## config.mk

```make
export PLATFORM = sky130hd
export DESIGN_NAME = ws2812_pixel_serializer
export DESIGN_NICKNAME = d
export VERILOG_FILES = /design/src/rtl/ws2812_pkg.sv /design/src/rtl/ws2812_bit_encoder.sv /design/src/rtl/ws2812_pixel_serializer.sv
export SDC_FILE = /design/constraint.sdc
export NUM_CORES = 1
export LEC_CHECK = 0
export ABC_AREA = 1
export BUFFER_PORTS_ARGS = -buffer_cell sky130_fd_sc_hd__buf_2
export CAP_MARGIN = 0
export CORE_UTILIZATION = 60
export DETAILED_ROUTE_END_ITERATION = 10
export PLACE_DENSITY = 0.83
export REMOVE_ABC_BUFFERS = 1
export SLEW_MARGIN = 10
export SYNTH_ARGS = -nofsm -noshare
export SYNTH_HDL_FRONTEND = slang
export SYNTH_HIERARCHICAL = 1
export SYNTH_SLANG_ARGS = --single-unit
```

## constraint.sdc

```tcl
create_clock -name clk -period 2.55 [get_ports clk]
set_input_delay 0.255 -clock clk [delete_from_list [all_inputs] [get_ports clk]]
set_output_delay 0.255 -clock clk [all_outputs]
set_load 0.03 [all_outputs]
```

## src/rtl/ws2812_pkg.sv

```systemverilog
// Shared types, default timing and helpers for the WS2812 serializer.
package ws2812_pkg;

    typedef enum logic [1:0] {
        StIdle,
        StLoaded,
        StShifting,
        StDrain
    } state_e;

    // Defaults for a 12 MHz clock: 1.25 us bit, 0.42 us / 0.83 us high times.
    localparam int unsigned DEF_CYCLES_PER_BIT = 15;
    localparam int unsigned DEF_T0H_CYCLES     = 5;
    localparam int unsigned DEF_T1H_CYCLES     = 10;
    localparam int unsigned DEF_BITS_PER_PIXEL = 24;

    // WS2812 wants green first, then red, then blue.
    function automatic logic [23:0] pack_grb(input logic [7:0] r, input logic [7:0] g,
                                             input logic [7:0] b);
        return {g, r, b};
    endfunction

endpackage

```

## src/rtl/ws2812_bit_encoder.sv

```systemverilog
// Per-bit timing: counts cycles within a bit and produces the high/low level.
module ws2812_bit_encoder #(
    parameter int unsigned CYCLES_PER_BIT = 15,
    parameter int unsigned T0H_CYCLES     = 5,
    parameter int unsigned T1H_CYCLES     = 10
) (
    input  logic clk,
    input  logic rst_n,
    input  logic start,
    input  logic enable,
    input  logic bit_value,
    output logic level,
    output logic bit_end
);

    localparam int unsigned CW = (CYCLES_PER_BIT > 1) ? $clog2(CYCLES_PER_BIT) : 1;
    localparam logic [CW-1:0] LAST_CYCLE = CW'(CYCLES_PER_BIT - 1);
    localparam logic [CW-1:0] T0H        = CW'(T0H_CYCLES);
    localparam logic [CW-1:0] T1H        = CW'(T1H_CYCLES);

    // bit_cycle_q is the position within the bit that the next clock edge puts on the line.
    // The start edge emits position 0 itself, so the counter resumes at 1.
    logic [CW-1:0] bit_cycle_q, bit_cycle_d;

    // Level and bit-end decode; counter next-state with explicit wrap.
    always_comb begin
        level       = bit_cycle_q < (bit_value ? T1H : T0H);
        bit_end     = (bit_cycle_q == LAST_CYCLE);
        bit_cycle_d = '0;
        if (start) begin
            bit_cycle_d = CW'(1);
        end else if (enable) begin
            bit_cycle_d = bit_end ? '0 : bit_cycle_q + 1'b1;
        end
    end

    // Cycle counter register.
    always_ff @(posedge clk or negedge rst_n) begin
        if (!rst_n) begin
            bit_cycle_q <= '0;
        end else begin
            bit_cycle_q <= bit_cycle_d;
        end
    end

endmodule

```

## src/rtl/ws2812_pixel_serializer.sv

```systemverilog
// Serializes one {G,R,B} pixel onto the WS2812 data line and flags protocol errors.
module ws2812_pixel_serializer
    import ws2812_pkg::*;
#(
    parameter int unsigned CYCLES_PER_BIT = DEF_CYCLES_PER_BIT,
    parameter int unsigned T0H_CYCLES     = DEF_T0H_CYCLES,
    parameter int unsigned T1H_CYCLES     = DEF_T1H_CYCLES,
    parameter int unsigned BITS_PER_PIXEL = DEF_BITS_PER_PIXEL
) (
    input  logic       clk,
    input  logic       rst_n,
    input  logic       load_sreg,
    input  logic       transmit_pixel,
    input  logic [7:0] red,
    input  logic [7:0] green,
    input  logic [7:0] blue,
    input  logic       err_clr,
    output logic       dout,
    output logic       busy,
    output logic       pixel_done,
    output logic       err_underrun,
    output logic       err_abort
);

    localparam int unsigned SW = BITS_PER_PIXEL;
    localparam int unsigned BW = $clog2(BITS_PER_PIXEL + 1);
    localparam logic [BW-1:0] LAST_BIT = BW'(BITS_PER_PIXEL - 1);

    state_e        state_q, state_d;
    logic [SW-1:0] sreg_q, sreg_d;
    logic [BW-1:0] bit_cnt_q, bit_cnt_d;
    logic          dout_q, dout_d;
    logic          done_q, done_d;
    logic          underrun_q, underrun_d;
    logic          abort_q, abort_d;
    logic          underrun_evt, abort_evt;
    logic          enc_start, enc_enable, enc_level, enc_bit_end;

    ws2812_bit_encoder #(
        .CYCLES_PER_BIT(CYCLES_PER_BIT),
        .T0H_CYCLES    (T0H_CYCLES),
        .T1H_CYCLES    (T1H_CYCLES)
    ) u_encoder (
        .clk      (clk),
        .rst_n    (rst_n),
        .start    (enc_start),
        .enable   (enc_enable),
        .bit_value(sreg_q[SW-1]),
        .level    (enc_level),
        .bit_end  (enc_bit_end)
    );

    // FSM next state, shift register, bit counter, line level and error events.
    always_comb begin
        state_d      = state_q;
        sreg_d       = sreg_q;
        bit_cnt_d    = bit_cnt_q;
        dout_d       = 1'b0;
        done_d       = 1'b0;
        underrun_evt = 1'b0;
        abort_evt    = 1'b0;
        enc_start    = 1'b0;
        enc_enable   = 1'b0;
        unique case (state_q)
            StIdle: begin
                if (load_sreg) begin
                    sreg_d  = SW'(pack_grb(red, green, blue));
                    state_d = StLoaded;
                end else if (transmit_pixel) begin
                    underrun_evt = 1'b1;
                end
            end
            StLoaded: begin
                // A fresh load takes priority over a simultaneous transmit request.
                if (load_sreg) begin
                    sreg_d = SW'(pack_grb(red, green, blue));
                end else if (transmit_pixel) begin
                    state_d   = StShifting;
                    bit_cnt_d = '0;
                    enc_start = 1'b1;
                    dout_d    = enc_level;
                end
            end
            StShifting: begin
                if (!transmit_pixel) begin
                    state_d   = StIdle;
                    sreg_d    = '0;
                    bit_cnt_d = '0;
                    abort_evt = 1'b1;
                end else begin
                    enc_enable = 1'b1;
                    dout_d     = enc_level;
                    if (enc_bit_end) begin
                        sreg_d    = sreg_q << 1;
                        bit_cnt_d = bit_cnt_q + 1'b1;
                        if (bit_cnt_q == LAST_BIT) begin
                            done_d  = 1'b1;
                            state_d = StDrain;
                        end
                    end
                end
            end
            StDrain: begin
                if (!transmit_pixel) begin
                    if (load_sreg) begin
                        sreg_d  = SW'(pack_grb(red, green, blue));
                        state_d = StLoaded;
                    end else begin
                        state_d = StIdle;
                    end
                end
            end
            default: state_d = StIdle;
        endcase
        // A new error event in the same cycle as err_clr keeps the flag set.
        underrun_d = underrun_evt | (underrun_q & ~err_clr);
        abort_d    = abort_evt | (abort_q & ~err_clr);
    end

    // State, datapath and registered outputs.
    always_ff @(posedge clk or negedge rst_n) begin
        if (!rst_n) begin
            state_q    <= StIdle;
            sreg_q     <= '0;
            bit_cnt_q  <= '0;
            dout_q     <= 1'b0;
            done_q     <= 1'b0;
            underrun_q <= 1'b0;
            abort_q    <= 1'b0;
        end else begin
            state_q    <= state_d;
            sreg_q     <= sreg_d;
            bit_cnt_q  <= bit_cnt_d;
            dout_q     <= dout_d;
            done_q     <= done_d;
            underrun_q <= underrun_d;
            abort_q    <= abort_d;
        end
    end

    assign dout         = dout_q;
    assign busy         = (state_q == StShifting);
    assign pixel_done   = done_q;
    assign err_underrun = underrun_q;
    assign err_abort    = abort_q;

endmodule

```

* Word-level counts from Yosys, hierarchy flattened
Cells that the tools add are included.
** Storage, ports and cells
- Register bits :: 39
- Input bits :: 29
- Word-level logic and storage cells :: 70
** Cells by class
- $add $sub $neg :: 2
- Magnitude comparators :: 1
- Equal/unequal tests :: 11
- Mux-type cells :: 37
- Bitwise gates (word level) :: 5
- Reductions and logical operators :: 6
** Operators with widths (number)
- 2-to-1 mux 24 bit :: 4
- one-hot mux 24 bit (3 select lines) :: 1
- 2-to-1 mux 5 bit :: 4
- 2-to-1 mux 4 bit :: 4
- 2-to-1 mux 1 bit :: 14
- 2-to-1 mux 2 bit :: 7
- one-hot mux 5 bit (2 select lines) :: 1
- inequality test 2 bit, second input constant :: 4
- one-hot mux 2 bit (4 select lines) :: 1
- inequality test 3 x 2 -> 1 bit, second input constant :: 2
- AND reduction 6 bit :: 1
- adder 5 x 1 -> 5 bit, second input constant :: 1
- == test 5 bit, second input constant :: 1
- adder 4 x 1 -> 4 bit, second input constant :: 1
- == test 2 bit, second input constant :: 2
- == test 4 bit, second input constant :: 1
- less-than comparator 4 bit :: 1
- AND reduction 4 bit :: 1
- bitwise AND 1 bit :: 2
- == test 2 x 1 -> 1 bit, second input constant :: 1
- logical NOT 2 bit :: 1
- OR 1 bit :: 2
- one-hot mux 1 bit (2 select lines) :: 1
- AND reduction 2 bit :: 1
- other kinds (3) :: 3

* Depth between registers and ports, before layout
- Word-level depth :: 5
- Gate-level depth with buffers :: 11
- Depth with buffers taken out :: 11

* Modules after synthesis
The synthesis kept the hierarchy.
** By module, submodules not included
- ws2812_pixel_serializer :: times used 1, cells each 265, area each 1960.6 um2, seq. area each 875.8 um2
- ws2812_bit_encoder :: times used 1, cells each 32, area each 284.0 um2, seq. area each 100.1 um2

* Worst setup path after synthesis
No wires, ideal clock.
- Path type :: register to register
- Start point :: register state_q[0]
- End point :: register sreg_q[11]
- Library setup time :: 0.123 ns
- Arrival time :: 1.701 ns
- Slack :: 0.727 ns
- Cell stages (with the launch flop) :: 9
- Path buffers :: 1
- Clock period less this slack :: 1.823 ns
- Cell sequence :: dfrtp_1 > inv_1 > ha_1 > nand2_2 > inv_4 > nand2_2 > o211ai_2 > buf_2 > o21ai_2
** On the way
- Word-level cells in the longest chain between the ends :: 3
- Elaborated cells on any way between the ends :: 9
** RTL lines
- from (decl) :: RTL line ws2812_pixel_serializer.sv:29 : state_e state_q, state_d;
- from (signal assigned) :: RTL line ws2812_pixel_serializer.sv:123 : state_q <= StIdle;
- from (signal assigned) :: RTL line ws2812_pixel_serializer.sv:131 : state_q <= state_d;
- == test 2 bit *
- via busy :: RTL line ws2812_pixel_serializer.sv:19 : output logic busy,
- inequality test 3 x 2 -> 1 bit (no line)
- AND reduction 2 bit (no line)
- to (signal assigned) :: RTL line ws2812_pixel_serializer.sv:132 : sreg_q <= sreg_d;
- to (decl) :: RTL line ws2812_pixel_serializer.sv:30 : logic [SW-1:0] sreg_q, sreg_d;
Mark *: on every way through the listed nets, which the timed path passes. The rest lies on a longest branch.
A chain may end at the register's enable or synchronous reset.

* Worst setup path in the final report
- Start point :: register state_q[0]
- End point :: register sreg_q[14]
** On the way
- Word-level cells in the longest chain between the ends :: 3
- Elaborated cells on any way between the ends :: 9
** RTL lines
- == test 2 x 1 -> 1 bit, or another cell as far along :: RTL line ws2812_pixel_serializer.sv:64 : unique case (state_q)
- OR reduction 2 bit (no line), or another cell as far along
- one-hot mux 24 bit (3 select lines) or AND reduction 2 bit (tied branches)
Parallel ways exist; a longest one is shown, timed or not.

==> flow_metrics.tcl <==
set metrics [dict create \
    status "completed" \
    worst_pin_slew_ns 0.8523 \
    finalSetupTns_ns 0 \
    cts_hold_buffers 0 \
    synthArstFlopShare 1.000 \
    setup_viol 0 \
    power_frac_clock 0.212 \
    start_util 0.6472 \
    cellLeakagePower_nw 1.451 \
    clkTransAtPathRegs_ns 0.08 \
    synthCells 297 \
    swShare 0.3977 \
    cts.sinks 39 \
    finalMaxSlewViolations 0 \
    synth_top_cell_by_area "dfrtp_1" \
    synth_top_area_share 0.4348 \
    place.gp.congestion 0.8528 \
    grt_pass1_wl_mm 7.100 \
    fin_area_um2 2555 \
    crit_type "register to register" \
    period_share 0.8112 \
    drt_iter0_markers 129 \
    startpoint_type "register" \
    grt_pass1_vias 1672 \
    grt-ovfl-total 0 \
    p_int_mw 1.523 \
    power_switching_mw 1.005 \
    ant_nets 0 \
    synth_edf_count 0 \
    drt_wl_total_mm 4.183 \
    n_antenna_cell 0 \
    synth_top_cells_by_count "nand2_1, inv_1, dfrtp_1, o21ai_2, o21ai_0" \
    ys_seq_elements 39 \
    setup_ws_ns 0.4813 \
    layout.nets 368 \
    powerDensity_nw_per_um2 989.6 \
    syn_to_final_growth_pct 13.82 \
    yosysMostFrequentCell "nand2_1" \
    yosysSeqAreaShare 0.4348 \
    required_ns 2.77 \
    hold_viol 0 \
    vdd_ir_drop_max_v 0.0004670 \
    antenna_found_initial 0 \
    dp_hpwl_mm 2.868 \
    grt_usage 0.2325 \
    worst_ep_arrival_time_ns 2.29 \
    slowest_delay_ns 0.43 \
    cts-resized-gates 0 \
    vias_per_cell 5.051 \
    yosys-top-cells-area "dfrtp_1, nand2_1, inv_1, o21ai_2, ha_1" \
    pwr-share-seq 0.389 \
    crit_slowest_cell "dfrtp_1" \
    cts_buffer_depth 2 \
    finClkSkew_ns 0.005582 \
    pwr-share-comb 0.399 \
    vias 1899 \
    min_period_ns 2.069 \
    end_kind "register" \
    max_freq_ghz 0.4834 \
    syn_area_um2 2245 \
    drc_errors 0 \
    dieArea_um2 3990 \
    crit_fanout 48 \
    synth_cell_types 27 \
    fp.coreArea_um2 3468 \
    dieWidth_um 63.17 \
    hold_class "input port to async pin" \
    grt_max_degree 49 \
    die_h_um 63.17 \
    htreeDepth 2 \
    io_buffers 33 \
    rows 21 \
    clk_latency_ns 0.29 \
    pre_cts_slack_ns 0.4985 \
    crit_top_cell "nand2_2" \
    placed_cell_area_um2 2437 \
    pin_count 34 \
    ys.warnings.count 6 \
    cts_root_buf "clkbuf_8" \
    syn_avg_cell_area_um2 7.558 \
    grt_setup_unrepaired "false" \
    cts_setup_buffers 0 \
    worstPathCellList "inv_1 -> ha_1 -> nand2_2 -> inv_4 -> nand2_2 -> o211ai_4 -> buf_12 -> nand2_1 -> o21ai_2" \
    relSlewSlack 0.4318 \
    ys.flop_type "dfrtp_1" \
    cts_tree "done" \
    dr.pass1.iters 4 \
    wl_per_cell_um 11.13 \
    nFillCells 290 \
    cts_inserted_buffers 5 \
    drive_gt1_frac 0.2061 \
    drv_cap 0 \
]
final timing paths:
| check | slack, ns | start | depth (start not counted) | end |
|---|---|---|---|---|
| setup / recovery | 0.48 | state_q[0] | 9 | sreg_q[14] |
| hold / removal | 0.06 | rst_n | 1 | u_encoder/bit_cycle_q[2] |
| setup reg to reg | 0.48 | state_q[0] | 9 | sreg_q[14] |
| hold reg to reg | 0.49 | sreg_q[7] | 2 | sreg_q[7] |
| max in group asynchronous | 1.95 | rst_n | 1 | state_q[0] |
| min in group clk | 0.18 | err_clr | 2 | err_abort |
metal layers:
layer,track usage,share of wire,vias up
li1,-,-,976
met1,0.2718,0.46,868
met2,0.4019,0.48,47
met3,0.05435,0.043,8
met4,0.1047,0.019,0
met5,0,0,-
metrics by stage:
| step | std cells | utilization | hold slack (ns) | total power, mW |
|---|---|---|---|---|
| detailed placement | 368 | 0.7027 | 0.4120 | 2.004 |
| finish | 376 | 0.7367 | 0.06066 | 2.528 |
| global placement | 368 | 0.7027 | 0.4137 | 1.965 |
| CTS | 376 | 0.7367 | 0.08735 | 2.555 |
| global route | 376 | 0.7367 | 0.1221 | 2.730 |
| floorplan | 287 | - | -0.04059 | 1.722 |
power groups by stage:
| stage | combinational (mW) | clock [mW] | sequential (mW) |
|---|---|---|---|
| after floorplan | 0.730 | 0 | 0.992 |
| after global placement | 0.976 | 0 | 0.989 |
| after detailed placement | 1.01 | 0 | 0.993 |
| after CTS | 1.02 | 0.550 | 0.984 |
| after global routing | 1.14 | 0.574 | 1.01 |
| final | 1.01 | 0.535 | 0.984 |
worst max-delay path, delay by kind of cell (launching register included):
kind | cells | cell delay, ns
buffers and inverters | 3 | 0.63
DFF | 1 | 0.43
and+or+nand+nor | 3 | 0.40
adders and majority gates | 1 | 0.35
AOI/OAI and AO/OA | 2 | 0.17
sequential cells by signal (all words and copies together), names as in the netlist:
register / cells
err_abort: 1
pixel_done: 1
err_underrun: 1
u_encoder/bit_cycle_q: 4
sreg_q: 24
state_q: 2
dout: 1
bit_cnt_q: 5
logic make-up (layout without fill, tap and decap cells):
logic type      Yosys count  count (layout)  share of synthesized area
fa+ha+maj                10              10                    0.05574
buf+inv                  53              86                     0.1026
flops                    39              39                     0.4348
simple gates            159             159                     0.2876
xor+xnor                  1               1                   0.003903
compound gates           35              35                     0.1154
layout make-up:
type                       instances  area [um^2]  share of cell area
clock buffer                       6        82.58             0.03232
clock inverter                     2        35.03             0.01371
inverter                          43        163.9             0.06415
multi-input combinational        205         1047              0.4099
sequential                        39        975.9              0.3820
tap                               46        57.56             0.02253
timing repair buffer              35        192.7             0.07542
cell usage in the layout, fill, tap and decap left out, drive strengths merged, types with 2 or more instances in the layout:
master,netlist,final
buf,8,35
clkbuf,2,6
dfrtp,39,39
ha,10,10
inv,43,43
nand2,130,130
nand3,11,11
nand4,5,5
nor2,10,10
o21ai,28,28
o22ai,2,2
Note: power is estimated with default switching activity, not from simulation.
